===== src/rtl/call_ret_ctrl_pkg.sv =====
// Shared encodings for the call/return sequencer: op codes and FSM states.
package call_ret_ctrl_pkg;

  // Control-flow operation presented with op_valid.
  typedef enum logic [1:0] {
    OP_STEP = 2'b00,
    OP_JUMP = 2'b01,
    OP_CALL = 2'b10,
    OP_RET  = 2'b11
  } op_e;

  // IDLE accepts ops; ISSUE is the cycle the stack samples en/c/push;
  // SETTLE lets the stack's peek reflect its new top before the next op.
  typedef enum logic [1:0] {
    IDLE   = 2'b00,
    ISSUE  = 2'b01,
    SETTLE = 2'b10
  } state_e;

endpackage


===== src/rtl/call_ret_ctrl.sv =====
// Program counter and call/return sequencer in front of a return-address stack.
// Tracks stack occupancy locally (the stack has no full/empty) and raises
// sticky overflow/underflow flags. Every output comes straight from a register.
module call_ret_ctrl
  import call_ret_ctrl_pkg::*;
#(
  parameter int width = 8,
  parameter int depth = 1
) (
  input  logic             clk,
  input  logic             clr,
  input  logic             op_valid,
  input  logic [1:0]       op,
  input  logic [width-1:0] target,
  output logic             ready,
  output logic [width-1:0] pc,
  output logic             stk_c,
  output logic             stk_en,
  output logic [width-1:0] stk_push,
  input  logic [width-1:0] stk_peek,
  output logic [depth:0]   level,
  output logic             ovf,
  output logic             unf
);

  localparam int unsigned        CAP_INT = 1 << depth;
  localparam logic [depth:0]     CAP     = CAP_INT[depth:0];
  localparam logic [depth:0]     LVL_ONE = (depth + 1)'(1);
  localparam logic [width-1:0]   PC_ONE  = width'(1);

  state_e             state_q, state_d;
  logic [width-1:0]   pc_q, pc_d;
  logic               stk_c_q, stk_c_d;
  logic               stk_en_q, stk_en_d;
  logic [width-1:0]   stk_push_q, stk_push_d;
  logic [depth:0]     level_q, level_d;
  logic               ovf_q, ovf_d;
  logic               unf_q, unf_d;

  op_e                op_s;
  logic [width-1:0]   pc_inc;

  assign op_s   = op_e'(op);
  assign pc_inc = pc_q + PC_ONE;

  // Next-state and next-output decode for the FSM and PC datapath.
  always_comb begin
    // NOTE: every _d gets a hold/default value first so no path through the
    // case statements leaves it unassigned, which would infer a latch.
    state_d    = state_q;
    pc_d       = pc_q;
    stk_c_d    = stk_c_q;
    stk_en_d   = 1'b0;
    stk_push_d = stk_push_q;
    level_d    = level_q;
    ovf_d      = ovf_q;
    unf_d      = unf_q;

    unique case (state_q)
      IDLE: begin
        if (op_valid) begin
          unique case (op_s)
            OP_STEP: pc_d = pc_inc;
            OP_JUMP: pc_d = target;
            OP_CALL: begin
              pc_d = target;
              if (level_q != CAP) begin
                stk_en_d   = 1'b1;
                stk_c_d    = 1'b1;
                stk_push_d = pc_inc;
                level_d    = level_q + LVL_ONE;
                state_d    = ISSUE;
              end else begin
                ovf_d = 1'b1;
              end
            end
            OP_RET: begin
              if (level_q != '0) begin
                // The stack has been idle at least one cycle, so peek is its top.
                pc_d     = stk_peek;
                stk_en_d = 1'b1;
                stk_c_d  = 1'b0;
                level_d  = level_q - LVL_ONE;
                state_d  = ISSUE;
              end else begin
                pc_d  = pc_inc;
                unf_d = 1'b1;
              end
            end
            default: ;
          endcase
        end
      end
      ISSUE:   state_d = SETTLE;
      SETTLE:  state_d = IDLE;
      default: state_d = IDLE;
    endcase
  end

  // State and output registers; clear wins over everything, including ISSUE/SETTLE.
  always_ff @(posedge clk) begin
    // NOTE: sequential state uses non-blocking assignments so every register
    // samples the values from before this edge, independent of statement order.
    if (!clr) begin
      state_q    <= IDLE;
      pc_q       <= '0;
      stk_c_q    <= 1'b0;
      stk_en_q   <= 1'b0;
      stk_push_q <= '0;
      level_q    <= '0;
      ovf_q      <= 1'b0;
      unf_q      <= 1'b0;
    end else begin
      state_q    <= state_d;
      pc_q       <= pc_d;
      stk_c_q    <= stk_c_d;
      stk_en_q   <= stk_en_d;
      stk_push_q <= stk_push_d;
      level_q    <= level_d;
      ovf_q      <= ovf_d;
      unf_q      <= unf_d;
    end
  end

  assign ready    = (state_q == IDLE);
  assign pc       = pc_q;
  assign stk_c    = stk_c_q;
  assign stk_en   = stk_en_q;
  assign stk_push = stk_push_q;
  assign level    = level_q;
  assign ovf      = ovf_q;
  assign unf      = unf_q;

endmodule


===== config.mk =====
export PLATFORM = sky130hd
export DESIGN_NAME = call_ret_ctrl
export DESIGN_NICKNAME = d
export VERILOG_FILES = /design/src/rtl/call_ret_ctrl_pkg.sv /design/src/rtl/call_ret_ctrl.sv
export SDC_FILE = /design/constraint.sdc
export NUM_CORES = 1
export LEC_CHECK = 0
export CAP_MARGIN = 15
export CORE_MARGIN = 2
export CORE_UTILIZATION = 45
export DETAILED_ROUTE_END_ITERATION = 12
export GPL_TIMING_DRIVEN = 0
export PLACE_DENSITY = 0.89
export REMOVE_ABC_BUFFERS = 1
export SYNTH_ARGS = -nofsm -noshare
export SYNTH_HDL_FRONTEND = slang
export SYNTH_SLANG_ARGS = --single-unit

===== constraint.sdc =====
create_clock -name clk -period 1.52 [get_ports clk]
set_input_delay 0.228 -clock clk [delete_from_list [all_inputs] [get_ports clk]]
set_output_delay 0.228 -clock clk [all_outputs]
set_load 0.02 [all_outputs]

==> results of run 1 <==
==> logic make-up (layout without fill, tap and decap cells) <==
group	Yosys count	in the layout
AOI/OAI and AO/OA	52	52
adders and majority gates	4	4
DFF	24	24
muxes	2	2
buffers and inverters	14	60
and+or+nand+nor	52	53
xor gates and xnor gates	4	4
==> what timing repair did <==
action | in CTS | in global routing
buffers inserted | 6 | 4
cloned | 0 | 1
hold endpoints to repair | 0 | 0
gates resized for setup | 31 | 19
setup endpoints to repair | 33 | 21
pin swaps | 2 | 1
==> where the power goes <==
part | internal, mW | switching, mW
clock | 0.0923 | 0.178
combinational | 0.187 | 0.187
sequential | 0.663 | 0.0381
total | 0.942 | 0.403
==> placed cells by master (no fill, tap or decap), drive strengths merged, types with 3 or more instances in the layout <==
master         synthesis  routed
dfxtp                 24      24
clkdlybuf4s50          0      18
nor2                  14      14
dlygate4sd2            0      13
o21ai                 12      12
a21oi                 11      11
dlymetal6s2s           0      11
buf                    6      10
nand2                  9       9
a22oi                  8       8
nand3                  6       6
or3                    4       4
a31oi                  4       4
nor3                   4       4
clkbuf                 4       4
ha                     4       4
nor2b                  3       3
a211oi                 3       3
inv                    3       3
nor3b                  3       3
and3                   2       3
==> routing by layer <==
| metal | routed length [um] | vias to the layer above |
|---|---|---|
| li1 | - | 655 |
| met1 | 1625 | 668 |
| met2 | 1916 | 73 |
| met3 | 315 | 12 |
| met4 | 112 | 0 |
| met5 | 0 | - |
==> sequential cells by signal (all words and copies together) (netlist names) <==
| register | count |
|---|---|
| level | 2 |
| unf | 1 |
| pc | 8 |
| ovf | 1 |
| state_q | 2 |
| stk_push | 8 |
| stk_en | 1 |
| stk_c | 1 |
==> worst min path at each step <==
stage | start | to | slack, ns | cells past startpoint
2_1_floorplan | clr | ovf | 0.35 | 1
3_3_place_gp | ovf | ovf | 0.45 | 1
3_5_place_dp | ovf | ovf | 0.46 | 1
4_1_cts | ovf | ovf | 0.49 | 1
5_1_grt | clr | stk_push[3] | 0.44 | 2
6_report | clr | ovf | 0.42 | 2
==> stage by stage <==
step	TNS (ns)	total power, mW	setup WS (ns)	utilization	cells
final	0	1.345	0.04189	0.6879	230
after global routing	-0.0004204	1.408	-0.0004204	0.6879	230
after CTS	0	1.333	0.005132	0.6600	225
after detailed placement	-15.18	1.042	-0.9443	0.6188	216
after global placement	-13.53	1.031	-0.8928	0.6188	216
after floorplan	-0.8412	0.8796	-0.1641	-	142
==> layout make-up <==
type / count / area [um2] / share of cell area
repair buffers: 53 / 511.7 / 0.2721
inverters: 4 / 18.77 / 0.009980
multi-input cells: 115 / 800.8 / 0.4258
flip-flops and latches: 24 / 488.0 / 0.2595
clock buffers: 3 / 22.52 / 0.01198
well taps: 31 / 38.79 / 0.02063
==> flow_summary.toml, run 1 <==
[global_route]
use_met1 = 0.2906
met3_usage = 0.04082
grt_pass1_vias = 1385
groute.usage.overall = 0.2423
grt_max_degree = 17
antenna_found_initial = 0
top_usage_layer = "met2"
grt_pass1_wl_mm = 6.292
overflow = 0
use_met2 = 0.3977

[sta]
finalCritPeriodShare = 0.9724
relSlewSlack = 0.7288
finalClockSkew_ns = 0.006797
fmax_mhz = 676.5
setup_viol = 0
finalHoldViolations = 0
period_needed_ns = 1.478
tightest_slew_ns = 0.4068
holdWs_ns = 0.4159
slew_viol_final = 0

[yosys]
synthTopCellsByArea = "dfxtp_1 (37%), a22oi_1 (4.7%), a21oi_1 (4.3%), nor2_1 (4.1%), ha_1 (3.9%)"
yosysSeqAreaShare = 0.3746
yosysUniqueCellTypes = 46
synth_warnings = 0
yosysTopAreaCellShare = 0.3746
synth_compound_area_frac = 0.2702
ys_top_cells_by_count = "dfxtp_1 (24), nor2_1 (14), a21oi_1 (11)"
yosysMostFrequentCell = "dfxtp_1"
synth_top_family_by_area = "compound AO/OA/AOI/OAI gates"
synth-seq-cells = 24
ys.flop_type = "dfxtp_1"
synth-edff-count = 0
synth_adder_area_share = 0.03902
syn_area_um2 = 1282
avgSynthCellArea_um2 = 8.437
synth_xor_area_frac = 0.02732
synthCells = 152
yosys.area_share.simple = 0.2146
async_reset_ff_frac = 0
synthMuxAreaShare = 0.01561
yosysTopAreaCell = "dfxtp_1"

[drt]
drt_iter0_markers = 52
vias = 1408
route.antenna.remaining_nets = 0
dr.pass1.iters = 4
drcViolationCount = 0
wl_mm = 3.970
wire_per_inst_um = 17.26
via_per_inst = 6.122

[critical_path]
cp.depth = 6
critPathMaxFanout = 5
reg2reg_depth = 5
crit_path_max_incr_delay_ns = 0.47
cp.required_ns = 1.75
cp.arrival_ns = 1.71
crit_end = "pc[6]"
critPathKind = "in2reg"
slowest_stage = "clkdlybuf4s50_1"
crit_chain = "clkdlybuf4s50_1 > nor3b_4 > buf_4 > nand2_2 > or3_1 > o211ai_1"
worstSetupEndpointType = "flip-flop"
startpoint = "op_valid"
startpoint_type = "input port"
reg2reg_to = "pc[6]"
cp_top_family = "simple AND/OR/NAND/NOR gates"
reg2reg_slack_ns = 0.06
crit_buf_inv = 2
r2r-start = "state_q[1]"

[floorplan]
num_io_pins = 44
fp.dieW_um = 57.39
rows = 19
core-area_um2 = 2734
die_h_um = 57.39
start_util = 0.4691
die-area_um2 = 3293

[cts]
clock_latency_ns = 0.30
holdBufCountCts = 0
numCtsBuffers = 3
cts.sinks = 24
cts_buffer_depth = 2
root_buffer = "clkbuf_4"
clkTransAtPathRegs_ns = 0.13
h-tree-depth = 1
cts_tree = "yes"

[cells_and_area]
drive_above_1_share = 0.1809
postLayoutCellArea_um2 = 1881
area_growth_pct = 46.63
fillers = 201
nets = 226
antennaDiodeCount = 0

[placement]
placed_area_um2 = 1692
globalplace.congestion = 0.7918
port_buffers = 43
dp_hpwl_mm = 2.422

[outcome]
status = "completed"

[worst_hold_path]
hold_class = "in2reg"

[power]
leakage_nw = 0.8909
peakVddDrop_mv = 0.5161
power_density_nw_per_um2 = 715.5

[job]
maxCapViolCount = 0
Power figures use the tool's default switching activity.
==> inputs of run 2 (changes only) <==
--- a/config.mk
+++ b/config.mk
@@ -6,7 +6,7 @@
 export NUM_CORES = 1
 export LEC_CHECK = 0
 export CAP_MARGIN = 15
-export CORE_MARGIN = 2
+export CORE_MARGIN = 8
 export CORE_UTILIZATION = 45
 export DETAILED_ROUTE_END_ITERATION = 12
 export GPL_TIMING_DRIVEN = 0
==> constraint.sdc (replaced) <==
create_clock -name clk -period 1.5 [get_ports clk]
set_input_delay 0.225 -clock clk [delete_from_list [all_inputs] [get_ports clk]]
set_output_delay 0.225 -clock clk [all_outputs]
set_load 0.02 [all_outputs]
==> run 2 against run 1 <==
Worst setup slack improved by 0.0019 ns; via count fell by 3.7%; cell count fell by 0.87%; count of clock-buffer cells in the layout unchanged; flip-flop and latch count unchanged; global-route usage down 8.2 points; sequential share of layout area is 0.53 points higher; largest cell class unchanged; largest power group unchanged.
==> flow_summary.toml, run 2 (same netlist as run 1, synthesis figures left out) <==
[outcome]
status = "completed"

[power]
leakage_nw = 0.8294
peakVddDrop_mv = 0.5763
power_frac_comb = 0.270
power_density_nw_per_um2 = 738.1
seq_power_share = 0.521
swShare = 0.3035
report.power.total_mw = 1.360
power_frac_clock = 0.209
p_int_uw = 947.4
p_switching_uw = 412.9

[drt]
dr.pass1.iters = 4
drcViolationCount = 0
route.antenna.remaining_nets = 0
vias = 1356
via_per_inst = 5.947
wl_mm = 4.016
wire_per_inst_um = 17.61
drt_iter0_markers = 105

[sta]
finalClockSkew_ns = 0.003280
tns_ns = 0
period_needed_ns = 1.456
tightest_slew_ns = 0.6524
rsz0062_at_grt = "yes"
relSlewSlack = 0.5651
finalCritPeriodShare = 0.9708
finalHoldViolations = 0
setup_slack_ns = 0.04384
setup_viol = 0
slew_viol_final = 0
fmax_mhz = 686.7

[placement]
place_ws_ns = -0.9617
port_buffers = 43
dp_hpwl_mm = 2.746
globalplace.congestion = 0.8233

[cells_and_area]
final_core_util = 0.6741
mostFrequentLayoutCells = "dfxtp_1 (20), dlygate4sd2_1 (18), clkdlybuf4s50_1 (17), nor2_1 (14), a21oi_1 (11)"
antennaDiodeCount = 0
drive_above_1_share = 0.1523
area_growth_pct = 43.71
layout_commonest_cell = "dfxtp_1"
nets = 224

[cts]
root_buffer = "clkbuf_4"
clkTransAtPathRegs_ns = 0.13
cts.sinks = 24
cts_buffer_depth = 2
h-tree-depth = 1
cts_tree = "yes"
clock_latency_ns = 0.31
holdBufCountCts = 0
numCtsBuffers = 3

[critical_path]
cp.required_ns = 1.73
reg2reg_depth = 5
cp.arrival_ns = 1.69
r2r-start = "state_q[1]"
worstSetupEndpointType = "flip-flop"
startpoint_type = "flip-flop"
critPathKind = "reg2reg"
startpoint = "state_q[1]"
critPathMaxFanout = 5

[global_route]
overflow = 0
groute.usage.overall = 0.1602
grt_pass1_vias = 1322
grt_max_degree = 17
antenna_found_initial = 0
grt_pass1_wl_mm = 6.610

[floorplan]
num_io_pins = 44
rows = 19
die-area_um2 = 4814
start_util = 0.4691
core-area_um2 = 2734
fp.dieW_um = 69.39
die_h_um = 69.39

[job]
maxCapViolCount = 0

[worst_hold_path]
hold_depth = 1
hp-start = "ovf"
hold_class = "reg2reg"
==> run 2: critical path, stage by stage (launching register included) <==
cell	delay, ns
dfxtp_1	0.39
nor3b_4	0.31
buf_4	0.20
and2_1	0.17
o21ai_0	0.08
a221oi_1	0.22
==> run 2: stage by stage <==
stage               hold slack [ns]  cells  instance area [um2]
floorplan                    0.3425    142                 1222
global placement             0.4535    216                 1692
detailed placement           0.4572    216                 1692
CTS                          0.4875    225                 1787
global route                 0.5120    228                 1843
finish                       0.4789    228                 1843
==> run 2: what timing repair did <==
item                                    CTS  global route
buffers inserted                          6             3
endpoints found under the setup margin   38            22
gates resized for setup                  32            16
pin swaps                                 3             3
==> run 2: per-layer routing <==
| metal | vias to the layer above | global-route usage | routed length (um) |
|---|---|---|---|
| li1 | 656 | - | - |
| met1 | 650 | 0.1893 | 1717 |
| met2 | 46 | 0.2684 | 1995 |
| met3 | 4 | 0.04864 | 280 |
| met4 | 0 | 0.05011 | 22 |
| met5 | - | 0 | 0 |
==> run 2: area by class of cell <==
class                   count  area, um2
clock buffers               3      22.52
fillers                   221      890.9
inverters                   4      18.77
multi-input cells         114      782.0
flip-flops and latches     24      488.0
well taps                  31      38.79
repair buffers             52      493.0
==> run 2: worst paths after layout <==
path | to | slack, ns
max | stk_c | 0.04
min | ovf | 0.48
max reg2reg | stk_c | 0.04
min reg2reg | ovf | 0.48
==> run 2: power by group through the flow <==
stage / Combinational (mW) / Sequential, mW / Clock [mW]
2_1_floorplan: 0.138 / 0.753 / 0
3_3_place_gp: 0.328 / 0.719 / 0
3_5_place_dp: 0.337 / 0.722 / 0
4_1_cts: 0.352 / 0.708 / 0.284
5_1_grt: 0.396 / 0.714 / 0.321
6_report: 0.367 / 0.709 / 0.285
